--- src/rtl/alu_cmd_pkg.sv ---
// rtl/alu_cmd_pkg.sv - shared opcodes, FSM states and operand addresses for alu_cmd_ctrl
package alu_cmd_pkg;

  localparam logic [7:0] CMD_RF_WR   = 8'hAA;
  localparam logic [7:0] CMD_RF_RD   = 8'hBB;
  localparam logic [7:0] CMD_ALU_OP  = 8'hCC;
  localparam logic [7:0] CMD_ALU_NOP = 8'hDD;

  localparam int OPA_ADDR_DEF = 0;
  localparam int OPB_ADDR_DEF = 1;

  typedef enum logic [3:0] {
    IDLE,
    WR_ADDR,
    WR_DATA,
    RD_ADDR,
    RD_WAIT,
    ALU_A,
    ALU_B,
    ALU_FUN,
    ALU_WAIT,
    TX_BYTE0,
    TX_BYTE1
  } state_t;

endpackage

--- src/rtl/alu_cmd_ctrl.sv ---
// rtl/alu_cmd_ctrl.sv - byte-framed command sequencer driving register file, ALU and TX FIFO
module alu_cmd_ctrl
  import alu_cmd_pkg::*;
#(
  parameter int DATA_W    = 8,
  parameter int ALU_OUT_W = 16,
  parameter int ADDR_W    = 4,
  parameter int OPA_ADDR  = OPA_ADDR_DEF,
  parameter int OPB_ADDR  = OPB_ADDR_DEF
) (
  input  logic                 clk,
  input  logic                 RST,
  input  logic [DATA_W-1:0]    rx_data,
  input  logic                 rx_valid,
  input  logic [ALU_OUT_W-1:0] alu_out,
  input  logic                 alu_out_valid,
  output logic [3:0]           alu_fun,
  output logic                 alu_en,
  output logic                 clk_gate_en,
  output logic [ADDR_W-1:0]    rf_addr,
  output logic                 rf_wr_en,
  output logic [DATA_W-1:0]    rf_wr_data,
  output logic                 rf_rd_en,
  input  logic [DATA_W-1:0]    rf_rd_data,
  input  logic                 rf_rd_valid,
  output logic [DATA_W-1:0]    tx_data,
  output logic                 tx_valid,
  input  logic                 fifo_full
);

  state_t                r_state;
  logic [ALU_OUT_W-1:0]  r_result;
  logic                  r_is_alu;
  logic [ADDR_W-1:0]     r_addr;

  always_ff @(posedge clk or negedge RST) begin
    if (!RST) begin
      r_state     <= IDLE;
      r_result    <= '0;
      r_is_alu    <= 1'b0;
      r_addr      <= '0;
      alu_fun     <= '0;
      alu_en      <= 1'b0;
      clk_gate_en <= 1'b0;
      rf_addr     <= '0;
      rf_wr_en    <= 1'b0;
      rf_wr_data  <= '0;
      rf_rd_en    <= 1'b0;
      tx_data     <= '0;
      tx_valid    <= 1'b0;
    end else begin
      rf_wr_en <= 1'b0;
      rf_rd_en <= 1'b0;
      alu_en   <= 1'b0;
      tx_valid <= 1'b0;
      case (r_state)
        IDLE: begin
          if (rx_valid) begin
            case (rx_data[7:0])
              CMD_RF_WR:  r_state <= WR_ADDR;
              CMD_RF_RD:  r_state <= RD_ADDR;
              CMD_ALU_OP: r_state <= ALU_A;
              CMD_ALU_NOP: begin
                r_state     <= ALU_FUN;
                clk_gate_en <= 1'b1;
              end
              default:    r_state <= IDLE;
            endcase
          end
        end
        WR_ADDR: begin
          if (rx_valid) begin
            r_addr  <= rx_data[ADDR_W-1:0];
            r_state <= WR_DATA;
          end
        end
        WR_DATA: begin
          if (rx_valid) begin
            rf_wr_en   <= 1'b1;
            rf_addr    <= r_addr;
            rf_wr_data <= rx_data;
            r_state    <= IDLE;
          end
        end
        RD_ADDR: begin
          if (rx_valid) begin
            rf_rd_en <= 1'b1;
            rf_addr  <= rx_data[ADDR_W-1:0];
            r_state  <= RD_WAIT;
          end
        end
        RD_WAIT: begin
          if (rf_rd_valid) begin
            r_result <= ALU_OUT_W'(rf_rd_data);
            r_is_alu <= 1'b0;
            r_state  <= TX_BYTE0;
          end
        end
        ALU_A: begin
          if (rx_valid) begin
            rf_wr_en   <= 1'b1;
            rf_addr    <= ADDR_W'(OPA_ADDR);
            rf_wr_data <= rx_data;
            r_state    <= ALU_B;
          end
        end
        ALU_B: begin
          if (rx_valid) begin
            rf_wr_en    <= 1'b1;
            rf_addr     <= ADDR_W'(OPB_ADDR);
            rf_wr_data  <= rx_data;
            clk_gate_en <= 1'b1;
            r_state     <= ALU_FUN;
          end
        end
        ALU_FUN: begin
          if (rx_valid) begin
            alu_fun <= rx_data[3:0];
            alu_en  <= 1'b1;
            r_state <= ALU_WAIT;
          end
        end
        ALU_WAIT: begin
          // Gate stays open until the cycle the result is captured.
          if (alu_out_valid) begin
            r_result    <= alu_out;
            r_is_alu    <= 1'b1;
            clk_gate_en <= 1'b0;
            r_state     <= TX_BYTE0;
          end
        end
        TX_BYTE0: begin
          // tx_data updates together with tx_valid so it is stable while full.
          if (!fifo_full) begin
            tx_valid <= 1'b1;
            tx_data  <= r_result[DATA_W-1:0];
            r_state  <= r_is_alu ? TX_BYTE1 : IDLE;
          end
        end
        TX_BYTE1: begin
          if (!fifo_full) begin
            tx_valid <= 1'b1;
            tx_data  <= r_result[2*DATA_W-1:DATA_W];
            r_state  <= IDLE;
          end
        end
        default: r_state <= IDLE;
      endcase
    end
  end

endmodule

--- config.mk ---
export PLATFORM = sky130hd
export DESIGN_NAME = alu_cmd_ctrl
export DESIGN_NICKNAME = d
export VERILOG_FILES = /design/src/rtl/alu_cmd_pkg.sv /design/src/rtl/alu_cmd_ctrl.sv
export SDC_FILE = /design/constraint.sdc
export NUM_CORES = 1
export LEC_CHECK = 0
export ABC_AREA = 1
export BUFFER_PORTS_ARGS = -buffer_cell sky130_fd_sc_hd__buf_2
export CAP_MARGIN = 20
export CORE_AREA = 8 8 93 78
export DETAILED_ROUTE_END_ITERATION = 7
export DIE_AREA = 0 0 101 86
export GPL_TIMING_DRIVEN = 0
export PLACE_DENSITY = 0.84
export SLEW_MARGIN = 20
export SYNTH_ARGS = -nofsm -noshare
export SYNTH_HDL_FRONTEND = slang
export SYNTH_SLANG_ARGS = --single-unit
--- constraint.sdc ---
create_clock -name clk -period 1.5 [get_ports clk]
set_input_delay 0 -clock clk [delete_from_list [all_inputs] [get_ports clk]]
set_output_delay 0 -clock clk [all_outputs]
set_load 0.02 [all_outputs]
==> tab_implementation.tex, run 1 <==
\begin{tabular}{lr}
\hline
Metric & Value \\
\hline
\multicolumn{2}{l}{\textbf{Run status}} \\
\quad Status & complete, but fails checks \\
\quad Violations in the final reports & hold timing, setup timing \\
\multicolumn{2}{l}{\textbf{Timing}} \\
\quad Slew at the pin closest to its max-slew limit & around 0.68 ns \\
\quad Final Cycle Share & 1.16 \\
\quad Setup clock skew after layout & between 0.007 and 0.008 ns \\
\quad Final hold violation count & 3 \\
\quad Setup repair after global routing missed its margin & true \\
\quad Final WS setup & -0.239 ns \\
\quad Relative max-transition margin & 0.549 \\
\quad FMAX & 575 MHz \\
\quad Worst hold margin & -0.0189 ns \\
\quad Final setup violation count & 48 \\
\quad Minimum clock period after layout & 1.74 ns \\
\quad Number of pins exceeding their max-slew limit in the final report & 0 \\
\multicolumn{2}{l}{\textbf{Critical path}} \\
\quad Arrival time reported for the critical path endpoint & 1.95 ns \\
\quad Crit Path Category & reg2reg \\
\quad Critical path launch point type & register \\
\quad CP max FO & 5 \\
\quad Required time of the critical path & 1.71 ns \\
\quad Critical path capture point type & register \\
\multicolumn{2}{l}{\textbf{Route}} \\
\quad Total routed wirelength & $\sim$9.6 mm \\
\quad 1st-pass router iterations & 6 \\
\quad Via-per-instance ratio & 5.63 \\
\quad Number of design-rule violations left by the first detailed-router iteration & a little under 400 \\
\quad Count of unresolved DRC violations after routing & 0 \\
\quad Final routed wire length divided by cell count & approximately 18 um \\
\quad Vias after detailed routing & approximately 3,000 \\
\quad Antenna-violating nets left & 0 \\
\multicolumn{2}{l}{\textbf{Pwr}} \\
\quad IR drop worst, VDD & 0.599 mV \\
\quad Post-layout power & 6160 uW \\
\quad Reported leakage power & about 0.002 uW \\
\quad Total power density per cell area & 1600 mW/mm\^{}2 \\
\multicolumn{2}{l}{\textbf{Die}} \\
\quad Total Die Area & 0.00869 sq mm \\
\quad Standard-cell rows & 25 \\
\quad Core footprint & 0.00576 sq mm \\
\quad Die W & 101 um \\
\quad Number of primary I/O pins & 67 \\
\quad Effective utilization at floorplan & 0.467 \\
\quad Vertical die dimension & around 86 um \\
\multicolumn{2}{l}{\textbf{Global routing}} \\
\quad Maximum number of pins on one net before global-route repair & 55 \\
\quad Vias in the first global route & $\sim$2,700 \\
\quad Initial antenna violation count & 0 \\
\quad Wire length of the first global-routing pass & roughly 13 mm \\
\quad Global Route Usage Sum & 0.183 \\
\quad Global-route congestion overflow total & 0 \\
\multicolumn{2}{l}{\textbf{Synth}} \\
\quad Cell count after synthesis & roughly 350 \\
\quad Cell accounting for the most synthesized area & sky130\_fd\_sc\_hd\_\_dfrtp\_1 \\
\quad Sequential element share of the synthesized area & 0.502 \\
\quad Cell area after synthesis & 0.00269 sq mm \\
\quad Area contributors post-synth & sky130\_fd\_sc\_hd\_\_dfrtp\_1 50\%, sky130\_fd\_sc\_hd\_\_nand2\_1 20\%, sky130\_fd\_sc\_hd\_\_nand3\_1 6.7\% \\
\quad Area fraction of the dominant cell type after synthesis & 0.502 \\
\quad Number of synthesized flops with an enable pin & 0 \\
\quad Avg Inst Size Synth & 7.64 sq um \\
\quad Top FF cell, synth & sky130\_fd\_sc\_hd\_\_dfrtp\_1 \\
\quad \#FFs+latches synth & 54 \\
\quad FFs w/ async S/R, synth & 1.00 \\
\quad Unique cell type count in the Yosys netlist & 25 \\
\quad Number of warnings reported in the yosys synthesis log & 0 \\
\quad Synthesized netlist net count & 390 \\
\multicolumn{2}{l}{\textbf{Cells and area}} \\
\quad Proportion of layout cells with a drive suffix above 1 & 0.373 \\
\quad Final Cell Area & 0.00385 sq mm \\
\quad Antenna cell count & 0 \\
\quad Layout Cells excl Fill & between 500 and 600 \\
\quad Area grow syn2layout & 43.0\% \\
\quad End-of-flow core utilization & 0.668 \\
\quad Most common cell after layout, fill and taps aside & sky130\_fd\_sc\_hd\_\_nand2\_1 \\
\quad Number of nets in the layout & 501 \\
\quad Commonest non-fill, non-tap cells in the layout & 126 x sky130\_fd\_sc\_hd\_\_nand2\_1, 65 x sky130\_fd\_sc\_hd\_\_buf\_2, 50 x sky130\_fd\_sc\_hd\_\_dfrtp\_1 \\
\multicolumn{2}{l}{\textbf{Hold path}} \\
\quad Class of the tightest hold or removal check & in2reg \\
\multicolumn{2}{l}{\textbf{Placement}} \\
\quad Last weighted congestion value of the routability-driven placer & 0.902 \\
\quad Dpl cell area & 0.00312 sq mm \\
\quad Inst Count DP & 499 \\
\quad Final HPWL from detailed placement & 5.16 mm \\
\quad Port Buffer Count & 66 \\
\multicolumn{2}{l}{\textbf{Clock tree}} \\
\quad \# clock sinks & 54 \\
\quad Depth of the CTS H-tree & 2 \\
\quad Clock transition time at the flip-flop clock pins of the worst setup and hold paths & 0.10 ns \\
\quad Buffer levels on the longest clock path & 2 \\
\quad TritonCTS clock tree & built \\
\quad CTS Buf Count & 5 \\
\quad Worst-skew pair later-pin latency & 0.32 ns \\
\quad Root buffer cell & sky130\_fd\_sc\_hd\_\_clkbuf\_8 \\
\multicolumn{2}{l}{\textbf{Job}} \\
\quad Max-cap violation count & 0 \\
\hline
\end{tabular}
-- worst paths after layout --
| kind | from | depth (start not counted) | end | slack, ns |
|---|---|---|---|---|
| min | rf_rd_data[4] | 5 | r_result[4]$_DFFE_PN0P_ | -0.02 |
| min reg2reg | r_result[12]$_DFFE_PN0P_ | 2 | r_result[12]$_DFFE_PN0P_ | 0.49 |
| min in group asynchronous | RST | 2 | rf_wr_data[7]$_DFFE_PN0P_ | 0.25 |
| max reg2reg | r_state[2]$_DFFE_PN0P_ | 10 | r_state[1]$_DFFE_PN0P_ | -0.24 |
| max in group asynchronous | RST | 2 | r_state[1]$_DFFE_PN0P_ | 0.77 |
| max | r_state[2]$_DFFE_PN0P_ | 10 | r_state[1]$_DFFE_PN0P_ | -0.24 |
-- state kept, by name (all words and copies together) (netlist names), 4 cells and up --
signal      flops
rf_wr_data      8
r_result       16
tx_data         8
r_addr          4
rf_addr         4
r_state         4
alu_fun         4
-- through the flow --
stage	TNS, ns	setup slack [ns]
2_1_floorplan	0	0.0443
6_report	-5.06	-0.239
4_1_cts	-0.262	-0.0300
5_1_grt	-8.47	-0.264
3_5_place_dp	-6.58	-0.279
3_3_place_gp	-3.75	-0.154
-- power breakdown --
| part | total (uW) | leakage, uW | internal, uW | switching, uW |
|---|---|---|---|---|
| combinational | 2770 | 0.00132 | 1070 | 1710 |
| clock | 958 | 0.0000575 | 467 | 491 |
| sequential | 2430 | 0.000679 | 2020 | 414 |
-- layout make-up --
cell class | count | area, sq um
plain buffers | 8 | 97.6
fillers | 435 | 1910
flip-flops and latches | 54 | 1360
clock buffers | 8 | 110
well taps | 81 | 101
multi-input cells | 263 | 1380
inverters | 29 | 111
repair buffers | 102 | 692
-- cells by family (layout without fill, tap and decap cells) --
group,Yosys count,after routing,synth area share
AOI/OAI and AO/OA,49,49,0.104
and+or+nand+nor,212,214,0.333
DFF,54,54,0.502
buffers and inverters,37,147,0.0605
-- routing by layer --
| layer | up-vias | GRT usage | share of wire |
|---|---|---|---|
| met5 | - | 0 | 0 |
| li1 | 1360 | - | - |
| met1 | 1383 | 0.232 | 0.38 |
| met4 | 0 | 0.0675 | 0.041 |
| met3 | 57 | 0.0413 | 0.11 |
| met2 | 267 | 0.295 | 0.46 |
-- synthesized netlist by cell type, types with 3 or more instances --
cell type	instances
sky130_fd_sc_hd__nor2_1	23
sky130_fd_sc_hd__nand2_1	140
sky130_fd_sc_hd__buf_2	3
sky130_fd_sc_hd__nor2_2	5
sky130_fd_sc_hd__o21ai_0	25
sky130_fd_sc_hd__inv_1	24
sky130_fd_sc_hd__nand3_1	36
sky130_fd_sc_hd__a31oi_1	7
sky130_fd_sc_hd__inv_2	4
sky130_fd_sc_hd__o21ai_1	10
sky130_fd_sc_hd__nor2_4	4
sky130_fd_sc_hd__dfrtp_1	54
-- worst max-delay path: stages, from the launching register on --
cell	delay [ns]
sky130_fd_sc_hd__dfrtp_2	0.47
sky130_fd_sc_hd__inv_2	0.07
sky130_fd_sc_hd__nor2_4	0.24
sky130_fd_sc_hd__buf_4	0.18
sky130_fd_sc_hd__nand3_1	0.16
sky130_fd_sc_hd__nand2_1	0.14
sky130_fd_sc_hd__inv_1	0.05
sky130_fd_sc_hd__nand2_1	0.08
sky130_fd_sc_hd__nor2_2	0.06
sky130_fd_sc_hd__nand3_1	0.09
sky130_fd_sc_hd__nand2_1	0.07
-- repair_timing --
item                                   4_1_cts  5_1_grt
resized for setup                           40       62
setup buffers                               13        6
hold buffers                                15        0
setup endpoints to repair                   43       48
endpoints found under the hold margin       68        0
pin swaps                                    7       16
gates cloned                                 1        3
(Power assumes the default switching activity.)
==> run 2, diff against run 1 <==
Settings changed: CORE_AREA 8 8 93 78 to 8 8 101 85, DIE_AREA 0 0 101 86 to 0 0 109 93, GPL_TIMING_DRIVEN 0 to 1, PLACE_DENSITY 0.84 to 0.73.
==> tab_implementation.tex, run 2 (synthesized netlist as in run 1, its figures left out) <==
\begin{tabular}{lr}
\hline
Metric & Value \\
\hline
\multicolumn{2}{l}{\textbf{Run status}} \\
\quad Status & complete, but fails checks \\
\quad Violations in the final reports & hold timing, setup timing \\
\multicolumn{2}{l}{\textbf{Pwr}} \\
\quad Reported leakage power & 0.00210 uW \\
\quad Switching share of power & 0.412 \\
\quad Portion of total power attributed to sequential cells & 0.401 \\
\quad Net switching component of the power & $\sim$2400 uW \\
\quad IR drop worst, VDD & 0.539 mV \\
\quad Part of the total power dissipated in combinational logic & 0.461 \\
\quad Total power density per cell area & 1490 mW/mm\^{}2 \\
\quad Clk network pwr share & 0.137 \\
\quad Int Power & approximately 3400 uW \\
\multicolumn{2}{l}{\textbf{Clock tree}} \\
\quad TritonCTS clock tree & built \\
\quad Buffer levels on the longest clock path & 2 \\
\quad Clock transition time at the flip-flop clock pins of the worst setup and hold paths & around 0.10 ns \\
\quad Depth of the CTS H-tree & 2 \\
\quad Root buffer cell & sky130\_fd\_sc\_hd\_\_clkbuf\_8 \\
\quad CTS Buf Count & 5 \\
\quad Worst-skew pair later-pin latency & 0.32 ns \\
\quad \# clock sinks & 54 \\
\multicolumn{2}{l}{\textbf{Job}} \\
\quad Max-cap violation count & 0 \\
\multicolumn{2}{l}{\textbf{Critical path}} \\
\quad CP max FO & 5 \\
\quad Worst Reg-to-Reg Cells & 9 \\
\quad Critical path capture point type & register \\
\quad Required time of the critical path & 1.74 ns \\
\quad Slowest-stage cell, CP & sky130\_fd\_sc\_hd\_\_dfrtp\_1 \\
\quad Arrival time reported for the critical path endpoint & 1.84 ns \\
\quad Cell chain of the critical path & buf\_4 -> inv\_2 -> nor2\_4 -> buf\_6 -> nand2\_8 -> a21oi\_4 -> clkbuf\_16 -> nor2\_4 -> a31oi\_2 \\
\quad Worst stage delay on the critical path & 0.36 ns \\
\quad Critical path launch point type & register \\
\quad Cell repeated most along the worst path & sky130\_fd\_sc\_hd\_\_nor2\_4 \\
\quad Crit Path Category & reg2reg \\
\multicolumn{2}{l}{\textbf{Route}} \\
\quad Routed metal-1 wirelength & around 3.5 mm \\
\quad Met2 routed wirelength & 4.10 mm \\
\quad Count of unresolved DRC violations after routing & 0 \\
\quad Routed wire length on met3 & 615 um \\
\quad Antenna-violating nets left & 0 \\
\quad 1st-pass router iterations & 5 \\
\quad Total routed wirelength & 8.51 mm \\
\quad Highest metal layer used by the detailed router & met4 \\
\quad Number of design-rule violations left by the first detailed-router iteration & just over 300 \\
\quad Final routed wire length divided by cell count & around 15 um \\
\quad Vias after detailed routing & 2,864 \\
\quad Via-per-instance ratio & slightly above 5 \\
\multicolumn{2}{l}{\textbf{Global routing}} \\
\quad Initial antenna violation count & 0 \\
\quad Wire length of the first global-routing pass & 12.6 mm \\
\quad Maximum number of pins on one net before global-route repair & 55 \\
\quad Global Route Usage Sum & 0.154 \\
\quad Global-route congestion overflow total & 0 \\
\quad Vias in the first global route & about 2,700 \\
\multicolumn{2}{l}{\textbf{Cells and area}} \\
\quad Number of nets in the layout & approximately 520 \\
\quad End-of-flow core utilization & 0.558 \\
\quad Registers with the most flip-flops & r\_result x16, rf\_wr\_data x8, tx\_data x8 \\
\quad Largest register by flop count & r\_result \\
\quad Proportion of layout cells with a drive suffix above 1 & 0.325 \\
\quad Total of fill cells in the finished design & 587 \\
\quad Commonest non-fill, non-tap cells in the layout & 136 x sky130\_fd\_sc\_hd\_\_nand2\_1, 66 x sky130\_fd\_sc\_hd\_\_buf\_2, 53 x sky130\_fd\_sc\_hd\_\_dfrtp\_1 \\
\quad Area occupied by multi-input gates & 0.00129 sq mm \\
\quad Antenna cell count & 0 \\
\quad Area grow syn2layout & 46.0\% \\
\quad Most common cell after layout, fill and taps aside & sky130\_fd\_sc\_hd\_\_nand2\_1 \\
\quad Flip-flop count of the largest register, all copies and words added & 16 \\
\quad Area taken by flip-flops and latches & 0.00135 sq mm \\
\multicolumn{2}{l}{\textbf{Timing}} \\
\quad Minimum clock period after layout & 1.60 ns \\
\quad FMAX & 626 MHz \\
\quad Final WS setup & -0.0965 ns \\
\quad Setup repair after global routing missed its margin & true \\
\quad Worst hold margin & -0.00738 ns \\
\quad Final Cycle Share & 1.06 \\
\quad Final hold violation count & 3 \\
\quad Relative max-transition margin & 0.803 \\
\quad Slew at the pin closest to its max-slew limit & 0.293 ns \\
\quad Number of pins exceeding their max-slew limit in the final report & 0 \\
\quad Final setup violation count & 29 \\
\quad Setup clock skew after layout & 0.0130 ns \\
\multicolumn{2}{l}{\textbf{Die}} \\
\quad Die W & 109 um \\
\quad Total Die Area & 0.0101 sq mm \\
\quad Effective utilization at floorplan & 0.382 \\
\quad Core footprint & around 0.0070 sq mm \\
\quad Standard-cell rows & 28 \\
\quad Vertical die dimension & 93 um \\
\quad Number of primary I/O pins & 67 \\
\multicolumn{2}{l}{\textbf{Placement}} \\
\quad Last weighted congestion value of the routability-driven placer & 0.876 \\
\quad Port Buffer Count & 66 \\
\quad Final HPWL from detailed placement & $\sim$5.3 mm \\
\multicolumn{2}{l}{\textbf{Hold path}} \\
\quad Hold Path Cell Cnt & 5 \\
\quad Class of the tightest hold or removal check & in2reg \\
\hline
\end{tabular}
## run 2: changes by cell type in the layout (fill, tap and decap cells not counted), moves of 3 or more
cell,before,now
sky130_fd_sc_hd__nand2_1,126,136
sky130_fd_sc_hd__dfrtp_1,50,53
sky130_fd_sc_hd__buf_8,4,1
sky130_fd_sc_hd__buf_12,2,7
sky130_fd_sc_hd__o21ai_0,11,20
sky130_fd_sc_hd__nand2_2,12,3
sky130_fd_sc_hd__o21ai_1,6,14
sky130_fd_sc_hd__o21ai_2,18,0
sky130_fd_sc_hd__buf_4,15,26
sky130_fd_sc_hd__dfrtp_2,4,1
sky130_fd_sc_hd__buf_6,9,6
sky130_fd_sc_hd__clkbuf_8,8,5
## run 2: path summary, 6_finish.rpt
| check | end | slack [ns] | startpoint |
|---|---|---|---|
| min reg2reg | rf_wr_data[7]$_DFFE_PN0P_ | 0.48 | rf_wr_data[7]$_DFFE_PN0P_ |
| max | tx_data[7]$_DFFE_PN0P_ | -0.1 | r_state[1]$_DFFE_PN0P_ |
| min in group asynchronous | rf_wr_en$_DFF_PN0_ | 0.21 | RST |
| max in group asynchronous | tx_data[2]$_DFFE_PN0P_ | 1.03 | RST |
| min | r_result[1]$_DFFE_PN0P_ | -0.007 | rf_rd_data[1] |
| max reg2reg | tx_data[7]$_DFFE_PN0P_ | -0.1 | r_state[1]$_DFFE_PN0P_ |
## run 2: metal layers
layer  vias to the layer above  track usage
met5                         -            0
met4                         0       0.0648
met2                       134        0.241
met1                      1323        0.201
li1                       1378            -
met3                        29       0.0337
## run 2: timing repair
item / in CTS / in global routing
buffers inserted: 3 / 11
endpoints found under the hold margin: 69 / 0
cloned: 1 / 3
gates resized for setup: 8 / 42
setup endpoints to repair: 29 / 44
pin swaps: 3 / 14
hold buffers: 16 / 0
## run 2: power by group through the flow
| stage | Sequential (uW) | Combinational (uW) | Clock (uW) |
|---|---|---|---|
| floorplan | 2650 | 1070 | 0 |
| global placement | 2320 | 2200 | 0 |
| detailed placement | 2330 | 2260 | 0 |
| CTS | 2300 | 2390 | 813 |
| global route | 2420 | 2960 | 864 |
| finish | 2350 | 2700 | 802 |
## run 2: worst max-delay path, delay by kind of cell (launching register included)
family,cells,cell delay [ns]
buf+inv,4,0.56
compound gates,2,0.40
flops,1,0.36
simple gates,3,0.21
## run 2: layout make-up
class                      count  area share
multi-input combinational    262       0.330
clock inverter                 2     0.00382
inverter                      29      0.0303
timing repair buffer         124       0.244
tap                           90      0.0287
clock buffer                   5      0.0175
sequential                    54       0.344
timing repair inverter         1     0.00159
## run 2: stage by stage
step,power (uW),area [sq um],setup TNS [ns],instances,worst slack (ns)
2_1_floorplan,3720,2690,0,352,0.0443
3_3_place_gp,4520,3340,-0.00865,526,-0.00522
3_5_place_dp,4590,3340,-1.01,526,-0.0860
4_1_cts,5510,3650,-0.00224,553,-0.00224
5_1_grt,6250,3930,-4.26,567,-0.141
6_report,5840,3930,-0.921,567,-0.0965
